File: src/rtl/alu_seq.sv
// Sequential unsigned ALU: streams operands into an echo/add/multiply/divide
// accumulator and returns a single result with an error flag.
module alu_seq #(
  parameter int WIDTH = 32
) (
  input  logic             clk,
  input  logic             rst,
  input  logic [7:0]       opcode_i,
  input  logic             start_i,
  input  logic             operand_valid_i,
  input  logic [WIDTH-1:0] operand_i,
  input  logic             last_i,
  output logic             operand_ready_o,
  output logic             result_valid_o,
  output logic [WIDTH-1:0] result_o,
  output logic             err_o,
  input  logic             result_ready_i,
  output logic             busy_o,
  output logic [2:0]       dbg_state
);

  // Handshakes: a beat moves on a rising edge only when valid and ready are
  // both high; valid never depends on ready, and payload is held while valid.
  localparam logic [7:0] OP_ECHO = 8'hEC;
  localparam logic [7:0] OP_ADD  = 8'hAD;
  localparam logic [7:0] OP_MUL  = 8'hAC;
  localparam logic [7:0] OP_DIV  = 8'hD1;
  localparam int         CNT_W   = $clog2(WIDTH);

  typedef enum logic [2:0] {S_IDLE, S_RECV, S_MUL, S_DIV, S_DONE} state_t;

  state_t           state, state_next;
  logic [7:0]       opcode;
  logic [WIDTH-1:0] acc;
  logic [WIDTH-1:0] shift_a;
  logic [WIDTH-1:0] shift_b;
  logic [WIDTH-1:0] result_q;
  logic             err_q;
  logic [CNT_W-1:0] cnt;
  logic             have_dividend;
  logic             mul_last;

  logic             legal_op;
  logic             iter_done;
  logic [WIDTH-1:0] add_sum;
  logic [WIDTH-1:0] mul_sum;
  logic [WIDTH:0]   rem_shift;
  logic [WIDTH:0]   trial;
  logic             q_bit;
  logic [WIDTH-1:0] quo_next;

  assign legal_op  = (opcode_i == OP_ECHO) || (opcode_i == OP_ADD) ||
                     (opcode_i == OP_MUL)  || (opcode_i == OP_DIV);
  assign iter_done = (cnt == CNT_W'(WIDTH - 1));
  assign add_sum   = acc + operand_i;
  assign mul_sum   = shift_b[0] ? acc + shift_a : acc;

  // Restoring divide: acc holds the quotient and shifts the dividend out MSB first.
  assign rem_shift = {shift_a, acc[WIDTH-1]};
  assign trial     = rem_shift - {1'b0, shift_b};
  assign q_bit     = ~trial[WIDTH];
  assign quo_next  = {acc[WIDTH-2:0], q_bit};

  assign result_o  = result_q;
  assign err_o     = err_q;
  assign dbg_state = state;

  always_ff @(posedge clk) begin
    if (rst) state <= S_IDLE;
    else     state <= state_next;
  end

  always_comb begin
    state_next      = state;
    operand_ready_o = 1'b0;
    result_valid_o  = 1'b0;
    busy_o          = 1'b1;
    case (state)
      S_IDLE: begin
        busy_o = 1'b0;
        if (start_i) state_next = legal_op ? S_RECV : S_DONE;
      end
      S_RECV: begin
        operand_ready_o = 1'b1;
        if (operand_valid_i) begin
          case (opcode)
            OP_MUL: state_next = S_MUL;
            OP_DIV: begin
              if (have_dividend) state_next = (operand_i == '0) ? S_DONE : S_DIV;
              else if (last_i)   state_next = S_DONE;
            end
            default: if (last_i) state_next = S_DONE;
          endcase
        end
      end
      S_MUL:   if (iter_done) state_next = mul_last ? S_DONE : S_RECV;
      S_DIV:   if (iter_done) state_next = S_DONE;
      S_DONE: begin
        result_valid_o = 1'b1;
        if (result_ready_i) state_next = S_IDLE;
      end
      default: state_next = S_IDLE;
    endcase
  end

  always_ff @(posedge clk) begin
    if (rst) begin
      opcode        <= '0;
      acc           <= '0;
      shift_a       <= '0;
      shift_b       <= '0;
      result_q      <= '0;
      err_q         <= 1'b0;
      cnt           <= '0;
      have_dividend <= 1'b0;
      mul_last      <= 1'b0;
    end else begin
      case (state)
        S_IDLE: begin
          if (start_i) begin
            opcode        <= opcode_i;
            acc           <= (opcode_i == OP_MUL) ? WIDTH'(1) : '0;
            have_dividend <= 1'b0;
            mul_last      <= 1'b0;
            cnt           <= '0;
            if (!legal_op) begin
              result_q <= '0;
              err_q    <= 1'b1;
            end
          end
        end
        S_RECV: begin
          if (operand_valid_i) begin
            case (opcode)
              OP_ECHO: begin
                acc <= operand_i;
                if (last_i) begin
                  result_q <= operand_i;
                  err_q    <= 1'b0;
                end
              end
              OP_ADD: begin
                acc <= add_sum;
                if (last_i) begin
                  result_q <= add_sum;
                  err_q    <= 1'b0;
                end
              end
              OP_MUL: begin
                shift_a  <= acc;
                shift_b  <= operand_i;
                acc      <= '0;
                mul_last <= last_i;
                cnt      <= '0;
              end
              OP_DIV: begin
                if (!have_dividend) begin
                  acc           <= operand_i;
                  have_dividend <= 1'b1;
                  if (last_i) begin
                    result_q <= operand_i;
                    err_q    <= 1'b1;
                  end
                end else begin
                  shift_a <= '0;
                  shift_b <= operand_i;
                  cnt     <= '0;
                  if (operand_i == '0) begin
                    result_q <= '1;
                    err_q    <= 1'b1;
                  end
                end
              end
              default: ;
            endcase
          end
        end
        S_MUL: begin
          acc     <= mul_sum;
          shift_a <= shift_a << 1;
          shift_b <= shift_b >> 1;
          cnt     <= cnt + CNT_W'(1);
          if (iter_done && mul_last) begin
            result_q <= mul_sum;
            err_q    <= 1'b0;
          end
        end
        S_DIV: begin
          shift_a <= q_bit ? trial[WIDTH-1:0] : rem_shift[WIDTH-1:0];
          acc     <= quo_next;
          cnt     <= cnt + CNT_W'(1);
          if (iter_done) begin
            result_q <= quo_next;
            err_q    <= 1'b0;
          end
        end
        default: ;
      endcase
    end
  end

endmodule

File: config.mk
export PLATFORM = sky130hd
export DESIGN_NAME = alu_seq
export DESIGN_NICKNAME = d
export VERILOG_FILES = /design/src/rtl/alu_seq.sv
export SDC_FILE = /design/constraint.sdc
export NUM_CORES = 1
export LEC_CHECK = 0
export BUFFER_PORTS_ARGS = -buffer_cell sky130_fd_sc_hd__buf_2
export CORE_MARGIN = 1.5
export CORE_UTILIZATION = 62
export DETAILED_ROUTE_END_ITERATION = 8
export GPL_TIMING_DRIVEN = 0
export PLACE_DENSITY_LB_ADDON = 0.12
export RECOVER_POWER = 100
export REMOVE_ABC_BUFFERS = 1
export SYNTH_ARGS = -nofsm -noshare
export SYNTH_HDL_FRONTEND = slang
export SYNTH_SLANG_ARGS = --single-unit
File: constraint.sdc
create_clock -name clk -period 7.85 [get_ports clk]
set_input_delay 0.3925 -clock clk [delete_from_list [all_inputs] [get_ports clk]]
set_output_delay 0.3925 -clock clk [all_outputs]
set_load 0.005 [all_outputs]
==> parameters.txt, run 1 <==
Parameter                              Value

Worst setup path
  Worst r2r dst    result_o[30]$_SDFFE_PP0P_
  Worst r2r src    dbg_state[1]$_SDFFE_PP0P_
  Worst Path Arrival    6.81 ns
  Worst r2r path cells    9
  Largest fanout on the critical path    23
  Required time worst endpoint    between 8 and 9 ns
  Beginning of the critical path    dbg_state[1]$_SDFFE_PP0P_
  Type of origin of the critical path    flop
  Crit path capture type    flop
  Critical Path Sink    result_o[30]$_SDFFE_PP0P_
  Kind of critical path    reg2reg
  FF-to-FF setup slack    approximately 1.4 ns

Global routing
  Vias in the first global route    roughly 13k
  Largest net degree at the start of global routing    96
  First-pass GRT wire length    73700 um
  Number of antenna violations at the first check in global routing    0
  Congestion Overflow GR    0
  Global-route usage over all layers    41.2%

Synthesis
  Synth Area in Compound Gates    between 30% and 40%
  Mapped Area    13700 um2
  Post-Synth Simple-Gate Area    21.4%
  Synthesized-area fraction occupied by xor and xnor cells    about 5.2%
  Sequential share of the synthesized area    21.5%
  Post-synthesis cell type with the largest combined area    sky130_fd_sc_hd__dfxtp_1
  Total of flip-flops plus latches after synthesis    147
  Netlist cell types    81
  Synth top area cells    sky130_fd_sc_hd__dfxtp_1, sky130_fd_sc_hd__ha_1, sky130_fd_sc_hd__a21oi_1
  Share of cell area taken by muxes after synthesis    3.81%
  Post-synth top cells    sky130_fd_sc_hd__nor2_1, sky130_fd_sc_hd__nand2_1, sky130_fd_sc_hd__a21oi_1, sky130_fd_sc_hd__dfxtp_1, sky130_fd_sc_hd__clkbuf_1
  Share of synthesized registers carrying an async set or reset    0%
  Adder and majority gate portion of the synthesized area    a little under a tenth
  Area share of the largest cell type after synthesis    between 20 and 25%
  Most common cell in the netlist    sky130_fd_sc_hd__nor2_1
  Largest family of logic cells by synthesized area    compound AO/OA/AOI/OAI gates
  Yosys warns    0
  Number of instances in the synthesized netlist    1899
  Synth Area per Inst    7.21 um2
  Predominant post-synthesis flop cell    sky130_fd_sc_hd__dfxtp_1
  Count of flip-flops with a built-in enable after synthesis    0

Power
  Highest ir drop seen on vdd    approximately 0.15 mV
  Leakage component of the power    5.84 nW
  Total power divided by cell area    between 200 and 250 nW/um2
  Power Total    3.09 mW

CTS
  Bufs on Longest Clock Path    2
  CTS sink cnt    147
  Number of gates resized after cts    0
  Clock tree from TritonCTS    done
  Later-pin clock latency in the skew report    0.44 ns
  Post-CTS Setup Bufs    0
  Total CTS buffers    17
  Post-CTS Hold Fix Bufs    0
  Root Driver    sky130_fd_sc_hd__clkbuf_16
  Htree depth    4
  Clock transition at the registers of the reported paths    0.07 ns

Timing
  Total count of max-transition violations in the final report    122
  Highest achievable clock rate    155 MHz
  Post-route clock period utilization    82.2%
  Setup skew after layout    0.0120 ns
  Slew at the pin closest to its max-slew limit    3.03 ns
  Final critical delay including setup and external delays    ~6.5 ns
  Worst slew margin relative to its limit    -104%
  Accumulated negative setup slack    0 ns
  Final Hold Violating Endpoints    0
  Total of endpoints with negative setup slack in the final report    0
  RSZ-0062 raised after global routing    false

Placed design
  Final estimated routing congestion in global placement    0.989
  Count of buffers from port buffering    84
  Sum of net half-perimeters after detailed placement    ~34000 um

Routing
  Total DRC errors in the routed layout    0
  Total wire length after detailed routing    47600 um
  Routed WL per cell    21.9 um
  Initial drt markers    2100
  Antenna-violating nets left    0
  Routed wire length on met3    5200 um
  Top routing layer used    met4
  Routed via count divided by cell count    6.95
  Routed metal-1 wirelength    20300 um
  Number of vias in the routed layout    15.1k
  Met2 Routed Length    20300 um
  First-pass iteration count of the detailed router    8

Die
  Initial core utilization    62.9%
  Die Y-Extent    152 um
  Core Region    21800 um2
  Ports    85
  Width of the die    ~150 um
  Placement Rows    54
  Die ar.    23000 um2

Cells and area
  Count of fill cells added during filler insertion    1959
  Area growth, synth to finish    7.26%
  Diodes inserted    0
  Fraction of final layout cells sized beyond drive strength 1    ~7%
  Total number of nets in the final design    2025
  Footprint of the multi-input gates    between 10000 and 15000 um2
  Register Area    2940 um2

Status
  Run status    complete, but fails checks
  Failing checks    capacitance limit, slew limit

Flow run
  Maxcap violations    5

Worst hold path
  Critical hold path startpoint    opcode_i[1]
  Class of the tightest hold or removal check    in2reg
-- state kept, by name, indices dropped and copies added (netlist names), 3 cells and up --
register / count
acc: 32
shift_b: 32
result_o: 32
cnt: 5
shift_a: 32
opcode: 8
dbg_state: 3
-- where the power goes --
| part | leakage, nW | total (mW) | internal (mW) | switching, mW |
|---|---|---|---|---|
| Clock | 0.256 | 0.789 | 0.416 | 0.373 |
| Combinational | 4.39 | 1.38 | 0.532 | 0.849 |
| Sequential | 1.20 | 0.921 | 0.810 | 0.111 |
| Total | 5.84 | 3.09 | 1.76 | 1.33 |
-- worst min-delay path by stage --
stage	cells past startpoint	to	slack (ns)
floorplan	2	opcode[7]$_SDFFE_PP0P_	0.43
global placement	2	opcode[7]$_SDFFE_PP0P_	0.44
detailed placement	2	opcode[1]$_SDFFE_PP0P_	0.45
CTS	3	opcode[1]$_SDFFE_PP0P_	0.20
global route	3	opcode[3]$_SDFFE_PP0P_	0.23
finish	3	opcode[1]$_SDFFE_PP0P_	0.20
-- cell usage in the layout, fill, tap and decap left out, types with 12 or more instances in the layout --
cell type / netlist / final
sky130_fd_sc_hd__nor4_1: 15 / 15
sky130_fd_sc_hd__a211oi_1: 62 / 62
sky130_fd_sc_hd__a311oi_1: 47 / 47
sky130_fd_sc_hd__clkbuf_16: 0 / 17
sky130_fd_sc_hd__ha_1: 96 / 96
sky130_fd_sc_hd__o211ai_1: 23 / 23
sky130_fd_sc_hd__buf_2: 2 / 56
sky130_fd_sc_hd__o21bai_1: 15 / 15
sky130_fd_sc_hd__xor2_1: 26 / 26
sky130_fd_sc_hd__nand3_1: 28 / 28
sky130_fd_sc_hd__clkbuf_1: 122 / 30
sky130_fd_sc_hd__a22oi_1: 12 / 12
sky130_fd_sc_hd__xnor2_1: 50 / 50
sky130_fd_sc_hd__nand2_1: 216 / 216
sky130_fd_sc_hd__a21oi_1: 174 / 173
sky130_fd_sc_hd__nor3_1: 72 / 72
sky130_fd_sc_hd__a31oi_1: 42 / 42
sky130_fd_sc_hd__nand4_1: 17 / 17
sky130_fd_sc_hd__a221oi_1: 38 / 38
sky130_fd_sc_hd__and3_1: 16 / 16
sky130_fd_sc_hd__mux2i_1: 42 / 42
sky130_fd_sc_hd__o21ai_0: 111 / 113
sky130_fd_sc_hd__a21o_1: 60 / 60
sky130_fd_sc_hd__nor2_1: 225 / 220
sky130_fd_sc_hd__inv_1: 55 / 55
sky130_fd_sc_hd__nor2b_1: 13 / 12
sky130_fd_sc_hd__dfxtp_1: 147 / 147
-- cell type report --
class / count / area share (%)
Clock buffer: 19 / 3.02
Multi-Input combinational cell: 1562 / 68.3
Clock inverter: 13 / 0.690
Timing Repair Buffer: 96 / 4.14
Inverter: 56 / 1.43
Tap cell: 280 / 2.39
Sequential cell: 147 / 20.0
-- per-stage QoR --
stage	setup WS, ns	instance area (um2)	hold WS (ns)	util (%)	cells
finish	1.40	14700	0.201	67.5	2173
global placement	0.534	13900	0.441	64.0	2129
floorplan	2.95	13200	0.426	-	1765
detailed placement	2.22	14200	0.450	65.5	2141
global route	1.30	14700	0.228	67.5	2173
CTS	2.18	14800	0.199	68.0	2173
-- critical path: stages, from the launching register on --
cell and delay (ns):
sky130_fd_sc_hd__dfxtp_1 0.74, sky130_fd_sc_hd__nor2_1 0.25, sky130_fd_sc_hd__nand2_1 0.47, sky130_fd_sc_hd__clkbuf_1 1.02, sky130_fd_sc_hd__inv_1 0.93, sky130_fd_sc_hd__o21ai_0 0.33
sky130_fd_sc_hd__nand3_1 0.89, sky130_fd_sc_hd__nor3_1 1.16, sky130_fd_sc_hd__o311ai_0 0.33, sky130_fd_sc_hd__o21ai_0 0.22
-- kinds of logic after synthesis --
group,after synthesis
adders and majority gates,99
and+or+nand+nor,657
xor gates and xnor gates,78
muxes,51
AOI/OAI and AO/OA,677
buffers and inverters,190
DFF,147
-- per-layer routing --
metal	GRT usage (%)	up-vias
li1	-	7042
met1	58.8	7036
met2	61.7	892
met3	6.53	141
met4	16.5	0
met5	0	-
(Power assumes the default switching activity.)
==> inputs of run 2 (changes only) <==
==> constraint.sdc (replaced) <==
create_clock -name clk -period 6.28 [get_ports clk]
set_input_delay 0.314 -clock clk [delete_from_list [all_inputs] [get_ports clk]]
set_output_delay 0.314 -clock clk [all_outputs]
set_load 0.005 [all_outputs]
==> parameters.txt, run 2 (synthesis gave the netlist of run 1 again) <==
Parameter                              Value

Power
  Total power divided by cell area    262 nW/um2
  Leakage component of the power    5.85 nW
  Power Total    roughly 3.9 mW
  Highest ir drop seen on vdd    ~0.19 mV

Routing
  Antenna-violating nets left    0
  Total wire length after detailed routing    47600 um
  Routed WL per cell    21.9 um
  Initial drt markers    2074
  Number of vias in the routed layout    15.1k
  Routed via count divided by cell count    between 6 and 7
  First-pass iteration count of the detailed router    8
  Total DRC errors in the routed layout    0

CTS
  Number of gates resized after cts    0
  Total CTS buffers    17
  Clock transition at the registers of the reported paths    0.07 ns
  Later-pin clock latency in the skew report    0.44 ns
  Post-CTS Setup Bufs    0
  CTS sink cnt    147
  Clock tree from TritonCTS    done
  Bufs on Longest Clock Path    2
  Htree depth    4
  Post-CTS Hold Fix Bufs    0
  Root Driver    sky130_fd_sc_hd__clkbuf_16

Placed design
  Setup WS pre-CTS    0.646 ns
  Sum of net half-perimeters after detailed placement    approximately 34000 um
  Standard cell area after detailed placement    ~14000 um2
  Final estimated routing congestion in global placement    0.989
  Inst Count DP    ~2.1k
  Count of buffers from port buffering    84

Global routing
  Congestion Overflow GR    0
  Number of antenna violations at the first check in global routing    0
  Largest net degree at the start of global routing    96
  Vias in the first global route    13.5k
  First-pass GRT wire length    73700 um
  Global-route usage over all layers    41.2%

Worst setup path
  Crit path capture type    flop
  Largest fanout on the critical path    35
  Kind of critical path    reg2reg
  Required time worst endpoint    between 6 and 7 ns
  Worst Path Arrival    5.93 ns
  Type of origin of the critical path    flop

Cells and area
  Commonest non-fill, non-tap cells in the layout    sky130_fd_sc_hd__nor2_1, sky130_fd_sc_hd__nand2_1, sky130_fd_sc_hd__a21oi_1, sky130_fd_sc_hd__dfxtp_1, sky130_fd_sc_hd__o21ai_0
  Fraction of final layout cells sized beyond drive strength 1    6.76%
  Area growth, synth to finish    7.27%
  Area of all placed cells without fillers    14700 um2
  Final cell count without fillers    2173
  Final Core Density    about two thirds
  Diodes inserted    0
  Most common cell after layout, fill and taps aside    sky130_fd_sc_hd__nor2_1
  Total number of nets in the final design    2025

Timing
  Total of endpoints with negative setup slack in the final report    0
  RSZ-0062 raised after global routing    false
  Total count of max-transition violations in the final report    approximately 120
  Accumulated negative setup slack    0 ns
  Worst slew margin relative to its limit    -109%
  Slew at the pin closest to its max-slew limit    3.12 ns
  Post-route clock period utilization    89.6%
  Highest achievable clock rate    178 MHz
  Final Hold Violating Endpoints    0
  Worst hold margin    0.120 ns
  Final critical delay including setup and external delays    between 5 and 6 ns
  Setup skew after layout    0.0122 ns
  Setup ws final    around 0.65 ns

Flow run
  Maxcap violations    5

Die
  Die Y-Extent    152 um
  Placement Rows    54
  Die ar.    around 23000 um2
  Ports    85
  Width of the die    between 150 and 200 um
  Core Region    about 22000 um2
  Initial core utilization    62.9%

Worst hold path
  Class of the tightest hold or removal check    in2reg

Status
  Run status    complete, but fails checks
  Failing checks    capacitance limit, slew limit
[run 2: cell types whose count changed in the layout (fill, tap and decap cells not counted), sizes merged]
cell and change:
clkbuf -1, buf +1
[run 2: worst max-delay path, stage by stage, from the launching register on]
cell and delay (ns):
sky130_fd_sc_hd__dfxtp_2 0.84, sky130_fd_sc_hd__ha_1 0.30, sky130_fd_sc_hd__inv_1 0.06, sky130_fd_sc_hd__fa_1 0.43, sky130_fd_sc_hd__a211oi_1 0.34, sky130_fd_sc_hd__o211ai_1 0.24, sky130_fd_sc_hd__a41oi_1 0.57, sky130_fd_sc_hd__a311oi_1 0.32
sky130_fd_sc_hd__o211a_1 0.31, sky130_fd_sc_hd__o41a_2 0.49, sky130_fd_sc_hd__xnor2_4 0.60, sky130_fd_sc_hd__buf_12 0.28, sky130_fd_sc_hd__mux2_1 0.36, sky130_fd_sc_hd__a222oi_1 0.23, sky130_fd_sc_hd__a211oi_1 0.11
[run 2: layer usage]
metal | track usage, % | wire [um]
met5 | 0 | 0
met4 | 16.5 | 1690
met3 | 6.53 | 4930
met2 | 61.7 | 20500
met1 | 58.8 | 20600
[run 2: cell type report]
class	instances	area, um2
multi-input combinational	1562	10000
fill	1961	7070
sequential	147	2940
timing repair buffer	96	632
clock buffer	19	443
tap	280	350
inverter	56	210
clock inverter	13	101
[run 2: final timing paths]
kind / startpoint / endpoint / slack [ns] / cells past startpoint
max: shift_b[0]$_SDFFE_PP0P_ / shift_a[13]$_SDFFE_PP0P_ / 0.65 / 14
min: opcode_i[1] / opcode[1]$_SDFFE_PP0P_ / 0.12 / 3
max reg2reg: shift_b[0]$_SDFFE_PP0P_ / shift_a[13]$_SDFFE_PP0P_ / 0.65 / 14
min reg2reg: opcode[1]$_SDFFE_PP0P_ / opcode[1]$_SDFFE_PP0P_ / 0.46 / 2
[run 2: power breakdown]
part / switching (mW) / total (mW) / leakage [nW] / internal (mW)
sequential: 0.139 / 1.15 / 1.20 / 1.01
combinational: 1.06 / 1.72 / 4.39 / 0.663
clock: 0.462 / 0.982 / 0.256 / 0.520
total: 1.66 / 3.85 / 5.85 / 2.20
